`config.mk`:
```
export PLATFORM = sky130hd
export DESIGN_NAME = crossbar_rr_scheduler
export DESIGN_NICKNAME = d
export VERILOG_FILES = /design/src/rtl/crossbar_pkg.sv /design/src/rtl/rr_arb4.sv /design/src/rtl/crossbar_rr_scheduler.sv
export SDC_FILE = /design/constraint.sdc
export NUM_CORES = 1
export LEC_CHECK = 0
export CAP_MARGIN = 20
export CORE_ASPECT_RATIO = 0.5
export CORE_UTILIZATION = 51
export CTS_CLUSTER_SIZE = 40
export DETAILED_ROUTE_END_ITERATION = 6
export PLACE_DENSITY = 0.78
export SYNTH_ARGS = -nofsm -noshare
export SYNTH_HDL_FRONTEND = slang
export SYNTH_SLANG_ARGS = --single-unit
```
`constraint.sdc`:
```
create_clock -name clk -period 2.83 [get_ports clk]
set_input_delay 0.566 -clock clk [delete_from_list [all_inputs] [get_ports clk]]
set_output_delay 0.566 -clock clk [all_outputs]
set_load 0.01 [all_outputs]
```
`src/rtl/crossbar_pkg.sv`:
```
// Shared definitions for the 4x4 crossbar scheduler.
//   N_PORTS        number of crossbar inputs/outputs (fixed at 4)
//   SEL_W          select width per output, log2(N_PORTS)
//   MAX_BEATS_DEF  default beat limit before a grant is force-released
//   xsch_state_t   per-output lock state
//   port_idx_t     index of one crossbar port
package crossbar_pkg;

    localparam int N_PORTS       = 4;
    localparam int SEL_W         = 2;
    localparam int MAX_BEATS_DEF = 16;

    typedef enum logic {
        IDLE = 1'b0,
        BUSY = 1'b1
    } xsch_state_t;

    typedef logic [SEL_W-1:0] port_idx_t;

endpackage

```
`src/rtl/rr_arb4.sv`:
```
// Combinational 4-way round-robin arbiter.
//   req  in   4  request vector
//   ptr  in   2  index of the most recent winner; search starts just after it
//   gnt  out  4  one-hot grant (all zero when nothing requests)
//   idx  out  2  index of the granted requester (ptr when nothing requests)
module rr_arb4
    import crossbar_pkg::*;
(
    input  logic [3:0] req,
    input  port_idx_t  ptr,
    output logic [3:0] gnt,
    output port_idx_t  idx
);

    port_idx_t cand;
    logic      found;

    // Visit ptr+1, ptr+2, ptr+3 and finally ptr itself; the 2-bit add wraps.
    always_comb begin
        gnt   = '0;
        idx   = ptr;
        found = 1'b0;
        cand  = ptr;
        for (int o = 1; o <= 4; o++) begin
            cand = ptr + port_idx_t'(o);
            if (!found && req[cand]) begin
                found     = 1'b1;
                idx       = cand;
                gnt[cand] = 1'b1;
            end
        end
    end

endmodule

```
`src/rtl/crossbar_rr_scheduler.sv`:
```
// Scheduler for the 4x4 crossbar. Every output has its own round-robin
// arbiter and holds its grant until the packet's last beat has moved, or
// until MAX_BEATS beats have moved without a last (forced release).
//   clk        in   1   clock, rising edge
//   rst_n      in   1   asynchronous active-low reset
//   in_valid   in   4   requester i has a beat pending
//   in_dest    in   8   [2i+1:2i] = target output of requester i
//   in_last    in   4   current beat of requester i ends its packet
//   in_ready   out  4   beat of requester i is accepted this cycle
//   out_ready  in   4   sink of output k accepts a beat
//   out_valid  out  4   output k carries a valid beat
//   xbar_ctrl  out  16  [2k+1:2k] = input routed to output k; [15:8] = 0
//   busy       out  4   output k is locked to a requester (exposes FSM state)
//   to_pulse   out  4   one-cycle pulse: output k released by the beat limit
//
// Handshake: a beat moves on output k in any cycle where busy[k],
// in_valid[owner_k] and out_ready[k] are all high; in_ready/out_valid are
// the two halves of that same condition seen from each side.
module crossbar_rr_scheduler
    import crossbar_pkg::*;
#(
    parameter int MAX_BEATS = MAX_BEATS_DEF
) (
    input  logic        clk,
    input  logic        rst_n,
    input  logic [3:0]  in_valid,
    input  logic [7:0]  in_dest,
    input  logic [3:0]  in_last,
    output logic [3:0]  in_ready,
    input  logic [3:0]  out_ready,
    output logic [3:0]  out_valid,
    output logic [15:0] xbar_ctrl,
    output logic [3:0]  busy,
    output logic [3:0]  to_pulse
);

    localparam int CNT_W = (MAX_BEATS < 2) ? 1 : $clog2(MAX_BEATS + 1);
    localparam logic [CNT_W-1:0] CNT_SAT  = CNT_W'(MAX_BEATS);
    localparam logic [CNT_W-1:0] CNT_LAST = CNT_W'((MAX_BEATS > 0) ? MAX_BEATS - 1 : 0);

    xsch_state_t      state_q [N_PORTS];
    xsch_state_t      state_d [N_PORTS];
    port_idx_t        owner_q [N_PORTS];
    port_idx_t        owner_d [N_PORTS];
    port_idx_t        ptr_q   [N_PORTS];
    port_idx_t        ptr_d   [N_PORTS];
    logic [CNT_W-1:0] cnt_q   [N_PORTS];
    logic [CNT_W-1:0] cnt_d   [N_PORTS];
    logic [3:0]       pulse_q;
    logic [3:0]       pulse_d;

    logic [3:0]       req     [N_PORTS];
    logic [3:0]       gnt     [N_PORTS];
    port_idx_t        win     [N_PORTS];

    // Request matrix: requester i wants output k when valid and aimed at k.
    always_comb begin
        for (int k = 0; k < N_PORTS; k++) begin
            req[k] = '0;
            for (int i = 0; i < N_PORTS; i++) begin
                req[k][i] = in_valid[i] && (in_dest[2*i +: 2] == port_idx_t'(k));
            end
        end
    end

    for (genvar k = 0; k < N_PORTS; k++) begin : g_arb
        rr_arb4 u_arb (
            .req (req[k]),
            .ptr (ptr_q[k]),
            .gnt (gnt[k]),
            .idx (win[k])
        );
    end

    // Outputs follow the latched owner only; in_dest is ignored while locked.
    always_comb begin
        busy      = '0;
        out_valid = '0;
        in_ready  = '0;
        xbar_ctrl = '0;
        for (int k = 0; k < N_PORTS; k++) begin
            busy[k]            = (state_q[k] == BUSY);
            xbar_ctrl[2*k +: 2] = owner_q[k];
            if (state_q[k] == BUSY) begin
                out_valid[k]          = in_valid[owner_q[k]];
                in_ready[owner_q[k]] = in_ready[owner_q[k]] | out_ready[k];
            end
        end
    end

    assign to_pulse = pulse_q;

    // Per-output next state. A last beat wins over the beat limit, so a
    // packet ending exactly on the limit is a normal release without a pulse.
    always_comb begin
        pulse_d = '0;
        for (int k = 0; k < N_PORTS; k++) begin
            state_d[k] = state_q[k];
            owner_d[k] = owner_q[k];
            ptr_d[k]   = ptr_q[k];
            cnt_d[k]   = cnt_q[k];
            case (state_q[k])
                IDLE: begin
                    if (|gnt[k]) begin
                        state_d[k] = BUSY;
                        owner_d[k] = win[k];
                        ptr_d[k]   = win[k];
                        cnt_d[k]   = '0;
                    end
                end
                BUSY: begin
                    if (out_valid[k] && out_ready[k]) begin
                        if (in_last[owner_q[k]]) begin
                            state_d[k] = IDLE;
                        end else if (MAX_BEATS != 0 && cnt_q[k] == CNT_LAST) begin
                            state_d[k] = IDLE;
                            pulse_d[k] = 1'b1;
                        end
                        if (cnt_q[k] != CNT_SAT) begin
                            cnt_d[k] = cnt_q[k] + 1'b1;
                        end
                    end
                end
                default: state_d[k] = IDLE;
            endcase
        end
    end

    // Pointers reset to 3 so that input 0 is the first one searched.
    always_ff @(posedge clk or negedge rst_n) begin
        if (!rst_n) begin
            pulse_q <= '0;
            for (int k = 0; k < N_PORTS; k++) begin
                state_q[k] <= IDLE;
                owner_q[k] <= '0;
                ptr_q[k]   <= 2'd3;
                cnt_q[k]   <= '0;
            end
        end else begin
            pulse_q <= pulse_d;
            for (int k = 0; k < N_PORTS; k++) begin
                state_q[k] <= state_d[k];
                owner_q[k] <= owner_d[k];
                ptr_q[k]   <= ptr_d[k];
                cnt_q[k]   <= cnt_d[k];
            end
        end
    end

endmodule

```
* Word level (Yosys, flattened, before mapping) *
Index checks and enable logic that the tools add are counted.

storage, ports and cells
  register bits after elaboration = 44
  word-level logic and storage cells = 409
  input bits = 22
  output and inout port bits = 32

cells by class
  reduce and logical (&&, ||, !) cells = 80
  add/sub/neg operators = 16
  muxes and demuxes = 203
  magnitude comparators = 40
  eq/ne operators = 32
  bitwise logic cells = 21

operators with widths
  kind                                                                                  count
  1-bit two-way mux                                                                     96
  4-bit two-way mux                                                                     20
  2-bit by 3-bit less-than comparator with 1-bit output (second input constant)         20
  5-bit two-way mux                                                                     12
  1-bit binary-select mux with 2-bit select                                             28
  1-bit logical AND                                                                     52
  4-bit bitwise OR                                                                      12
  1-bit demux with 2-bit select                                                         20
  2-bit by 1-bit greater-or-equal comparator with 1-bit output (second input constant)  20
  5-bit case mux with 2 select lines                                                    4
  2-bit two-way mux                                                                     16
  5-bit by 1-bit adder with 5-bit output (second input constant)                        4
  5-bit by 4-bit == test with 1-bit output (second input constant)                      4
  5-bit inequality test (second input constant)                                         4
  2-bit adder (second input constant)                                                   8
  2-bit == test (second input constant)                                                 8
  2-bit by 1-bit inequality test with 1-bit output (second input constant)              8
  4-bit OR reduction                                                                    4
  4-bit bitwise mux                                                                     3
  1-bit logical NOT                                                                     12
  3-bit AND reduction                                                                   4
  2-bit by 1-bit adder with 2-bit output (second input constant)                        4
  2-bit by 1-bit == test with 1-bit output (second input constant)                      4
  2-bit logical NOT                                                                     4
  6 further kinds                                                                       21

* Depth between registers and ports, before layout *
  word-level depth = 21
  mapped depth = 10
  gate-level depth less buffers = 7

* Cells and area by module *
Synthesis repeated with hierarchy kept, for this count alone.

second synthesis, totals
  cells, all modules = 531
  area, all modules = 4850.9 um^2

by module, submodules not included
  module                        sequential area each (um^2)  times used  cells each  area each (um^2)
  crossbar_rr_scheduler         1111.1                       1           288         2861.5
  rr_arb4 (g_arb[1].u_arb ...)  0.0                          2           80          576.8
  rr_arb4 (g_arb[3].u_arb)      0.0                          1           42          429.2
  rr_arb4 (g_arb[0].u_arb)      0.0                          1           41          406.6

* Worst setup path after synthesis *
No wires, ideal clock.

  path type = reg2reg
  start = register ptr_q[4] (netlist bit)
  end = register ptr_q[4] (netlist bit)
  library setup time = 0.075 ns
  stages on the path, launching flop included = 10
  path buffers = 3
  required time = 2.755 ns
  arrival time = 2.838 ns
  slack = -0.083 ns
  cells stage by stage = dfstp_2 -> clkbuf_1 -> inv_1 -> ha_1 -> clkbuf_1 -> mux4_2 -> a2111oi_2 -> a21o_1 -> buf_4 -> mux2i_1

on the way
  cells in the longest elaborated chain, start to end = 15
  elaborated cells between the ends (all ways) = 53
  classes of those cells = add/sub (3); order compare (8); mux (27); bitwise (3); reduce/logical (12)

RTL lines
  element                                                                                         RTL line                      source
  from (decl)                                                                                     crossbar_rr_scheduler.sv:45   port_idx_t ptr_q [N_PORTS];
  from (signal, indexed assignment)                                                               crossbar_rr_scheduler.sv:144  ptr_q[k] <= ptr_d[k];
  branches (longest 15 deep; another with 2-bit by 3-bit less-than comparator with 1-bit output)  -

Parallel ways; which one is timed is not known. The select of a mux whose other input is x is not followed.
A chain may end at the register's enable or synchronous reset.

* Final worst setup path *
  start = input port out_ready[0]
  end = output port in_ready[2]

on the way
  cells in the longest elaborated chain, start to end = 18

RTL lines
  element                                    RTL line                     source
  from (decl)                                crossbar_rr_scheduler.sv:30  input logic [3:0] out_ready,
  1-bit bitwise OR (*)                       crossbar_rr_scheduler.sv:86  in_ready[owner_q[k]] = in_ready[owner_q[k]] | out_ready[k];
  4-bit AND (no source line) (*)             -
  4-bit two-way mux (*)                      crossbar_rr_scheduler.sv:84  if (state_q[k] == BUSY) begin
  1-bit binary-select mux with 2-bit select  crossbar_rr_scheduler.sv:86
  1-bit two-way mux (not written as such)    crossbar_rr_scheduler.sv:86
  1-bit bitwise OR                           crossbar_rr_scheduler.sv:86
  4-bit bitwise mux                          crossbar_rr_scheduler.sv:86
  4-bit two-way mux (*)                      crossbar_rr_scheduler.sv:84
  [... 2 more ...]                           -
  1-bit bitwise OR                           crossbar_rr_scheduler.sv:86
  4-bit bitwise mux                          crossbar_rr_scheduler.sv:86
  4-bit two-way mux (*)                      crossbar_rr_scheduler.sv:84
  1-bit binary-select mux with 2-bit select  crossbar_rr_scheduler.sv:86
  1-bit two-way mux (not written as such)    crossbar_rr_scheduler.sv:86
  1-bit bitwise OR                           crossbar_rr_scheduler.sv:86
  4-bit bitwise mux                          crossbar_rr_scheduler.sv:86
  4-bit two-way mux (*)                      crossbar_rr_scheduler.sv:84
  to (decl)                                  crossbar_rr_scheduler.sv:29  output logic [3:0] in_ready,

Mark *: on every way between the ends. The rest lies on a longest branch, timed or not. The select of a mux whose other input is x is not followed.

==> metrics.cfg <==
[run_status]
run_status = finished clean

[power]
pwr-share-comb = 0.577
net-switching-power_mw = 2.03
pwr_density_cell_mw_per_mm2 = 951
seqPwrFrac = 0.277
max-vdd-ir-drop_uv = 377
switching_part_of_the_total_power = 0.433
power.internal_mw = 2.65
cellLeakagePower_nw = 2.27
share_clk_of_total_power = 0.146

[routing]
route.detailed.vias_per_inst = 5.97
drt_pre_antenna_iters = 5
wire_per_inst_um = 16.5
drt.antenna.violating_nets = 0
postRouteWirelength_mm = 9.70
vias = 3512
drt_iter0_markers = 216
drt_drc_violations_left = 0

[logic_synthesis]
synthFlopType = sky130_fd_sc_hd__dfrtp_1
yosysSeqAreaShare = 0.282
synthDistinctLibCells = 59
post_synth_inst_count = 420
synth_top_cells_by_area = sky130_fd_sc_hd__dfrtp_1, sky130_fd_sc_hd__ha_1, sky130_fd_sc_hd__dfstp_2, sky130_fd_sc_hd__mux4_2, sky130_fd_sc_hd__mux2i_1
synth.avg_cell_area_sq_um = 9.38
area_fraction_of_the_dominant_cell_type_after_synthesis = 0.229
syn-cell-area_sq_mm = 0.00394
synthArstFlopShare = 1.00
post-synth-top-area-cell = sky130_fd_sc_hd__dfrtp_1
yosys_register_bits = 44
yosysWarnings = 0
synth_edf_count = 0

[timing]
period_share = 0.994
finalHoldViolCount = 0
max_freq_mhz = 356
timing.final.max_slew_violations = 0
setup_viol = 0
postLayoutSetupSlackWorst_ps = 18.1
timing.max_slew.rel_slack = 0.671
timing_worst_slew_pin_value_ps = 488
clock_skew_ps = 6.43
grt_setup_unrepaired = yes
timing.final.crit_period_ps = 2810
timing.hold.ws_ps = 150

[final_layout]
layout.cells.most_common = sky130_fd_sc_hd__buf_4
syn_to_final_growth_pct = 24.9
layout_common_cells = sky130_fd_sc_hd__buf_4, sky130_fd_sc_hd__ha_1, sky130_fd_sc_hd__clkdlybuf4s50_1
drive_gt1_frac = 0.175
post-route-util = 0.665
fin_cells = 588
nNetsFinal = 553
antennaDiodeCount = 0

[placed_design]
detailedPlacementHpwl_mm = 7.15
cell_count_after_placement = 579
gp_congestion = 0.868
place.port_buffers = 45
preCtsSetupSlack_ps = -90.9

[worst_hold_path]
min-delay-path-class = in2async

[global_route]
via_count_of_the_first_global_routing_pass = 3237
grt_start_max_net_pins = 45
grt_overflow = 0
number_of_antenna_violations_at_the_first_check_in_global_routing = 0
grt_first_pass_wirelength_mm = 16.0
grtUsageTotal = 0.251

[setup_path]
critical_path_arrival_ps = 2250
worst_r2r_endpoint = ptr_q[4]$_DFFE_PN1P_
worstSetupEndpointType = output port
critical_path_fanout_max = 3
cp_slowest_stage_delay_ps = 530
critical_path_required_ps = 2260
timing.critical_path.buf_inv = 3
ff2ff_path_depth = 7
critical_path.slowest_cell = sky130_fd_sc_hd__clkdlybuf4s50_1
worst_r2r_start = ptr_q[5]$_DFFE_PN1P_
worst_setup_sp_type = input pin
path_cells = clkdlybuf4s50_1 -> buf_4 -> o2111ai_1 -> o32ai_2 -> a221o_1 -> clkdlybuf4s50_1
critical-path-top-cell-by-count = sky130_fd_sc_hd__clkdlybuf4s50_1
reg2reg_setup_slack_ps = 260
crit_path_leading_delay_family = buffers and inverters
criticalPathCategory = in2out

[clocking]
clock_tree.htree_level_count = 2
cts.root.buffer_cell = sky130_fd_sc_hd__clkbuf_16
clkLatencyLatePin_ps = 290
clockBufferDepth = 2
tritoncts_clock_tree = built
numCtsBuffers = 5
clk_pin_slew_worst_paths_ps = 60
cts_num_sinks = 44

[floorplanning]
die_area_sq_mm = 0.00810
ios = 54
effective_utilization_at_floorplan = 0.532
die-width_um = 126
placementRows = 22
fp.coreArea_sq_mm = 0.00740
die_height_um = 64.2

[job]
cap_violations = 0

-- registers in the layout, indices dropped and copies added, names as in the netlist --
register / flops
cnt_q: 20
ptr_q: 8
xbar_ctrl: 8
busy: 4
to_pulse: 4
-- worst reg2reg max path, cell delays in order, from the launching register on --
cell and delay [ps]:
sky130_fd_sc_hd__dfstp_2 690, sky130_fd_sc_hd__inv_1 190, sky130_fd_sc_hd__ha_1 350, sky130_fd_sc_hd__mux4_2 320, sky130_fd_sc_hd__a2111oi_2 390, sky130_fd_sc_hd__a21o_1 230, sky130_fd_sc_hd__buf_12 140, sky130_fd_sc_hd__mux2i_1 200
-- synthesized netlist by cell type, types with 9 or more instances --
cell and count:
sky130_fd_sc_hd__dfrtp_1 36, sky130_fd_sc_hd__and3b_1 11, sky130_fd_sc_hd__mux2i_1 19, sky130_fd_sc_hd__nand3_1 22, sky130_fd_sc_hd__o21ai_0 16, sky130_fd_sc_hd__nand2_1 22, sky130_fd_sc_hd__o22ai_1 9, sky130_fd_sc_hd__and3_1 11
sky130_fd_sc_hd__nand4_1 13, sky130_fd_sc_hd__clkbuf_1 15, sky130_fd_sc_hd__ha_1 40, sky130_fd_sc_hd__buf_4 12, sky130_fd_sc_hd__nor2_1 26, sky130_fd_sc_hd__mux4_2 9, sky130_fd_sc_hd__inv_1 33
-- cells by family after synthesis --
group,share of synthesized area
and+or+nand+nor,0.204
AOI/OAI and AO/OA,0.150
buffers and inverters,0.0762
DFF,0.282
adders and majority gates,0.127
muxes,0.135
xor gates and xnor gates,0.0244
other,0.000951
-- what timing repair did --
action,in CTS,in global routing
hold buffers,0,0
endpoints found under the setup margin,5,5
pin swaps,0,2
buffers inserted,0,0
resized for setup,9,6
-- worst max path at each step --
stage,end,start,slack [ps],depth (start not counted)
after floorplan,ptr_q[4]$_DFFE_PN1P_,ptr_q[4]$_DFFE_PN1P_,60,9
after global placement,out_valid[1],in_valid[3],-80,4
after detailed placement,ptr_q[4]$_DFFE_PN1P_,in_valid[3],-90,7
after CTS,in_ready[1],out_ready[0],-10,6
after global routing,in_ready[1],xbar_ctrl[2]$_DFFE_PN0P_,-60,7
final,in_ready[2],out_ready[0],20,6
-- area by class of cell --
| cell class | instances | area (sq um) |
|---|---|---|
| fillers | 579 | 2480 |
| inverters | 34 | 128 |
| repair buffers | 90 | 818 |
| clock inverters | 3 | 46.3 |
| multi-input cells | 316 | 2570 |
| clock buffers | 5 | 125 |
| flip-flops and latches | 44 | 1110 |
| well taps | 96 | 120 |
-- layer usage --
metal | up-vias | GRT usage | share of wire
li1 | 1692 | - | -
met1 | 1715 | 0.364 | 0.48
met2 | 91 | 0.386 | 0.45
met3 | 14 | 0.0335 | 0.048
met4 | 0 | 0.0873 | 0.019
met5 | - | 0 | 0
-- metrics by stage --
stage          setup TNS, ps  instance area [sq um]  total power, mW
2_1_floorplan              0                   3970             2.92
3_3_place_gp            -295                   4720             3.85
3_5_place_dp            -685                   4720             3.94
4_1_cts                -10.3                   4880             4.64
5_1_grt                -95.8                   4920             5.03
6_report                   0                   4920             4.68
-- power groups by stage --
| stage | registers, mW | logic, mW | clock network, mW |
|---|---|---|---|
| floorplan | 1.15 | 1.77 | 0 |
| global placement | 1.28 | 2.58 | 0 |
| detailed placement | 1.29 | 2.66 | 0 |
| CTS | 1.29 | 2.66 | 0.691 |
| global route | 1.34 | 2.96 | 0.722 |
| finish | 1.30 | 2.70 | 0.681 |
(Power assumes the default switching activity.)
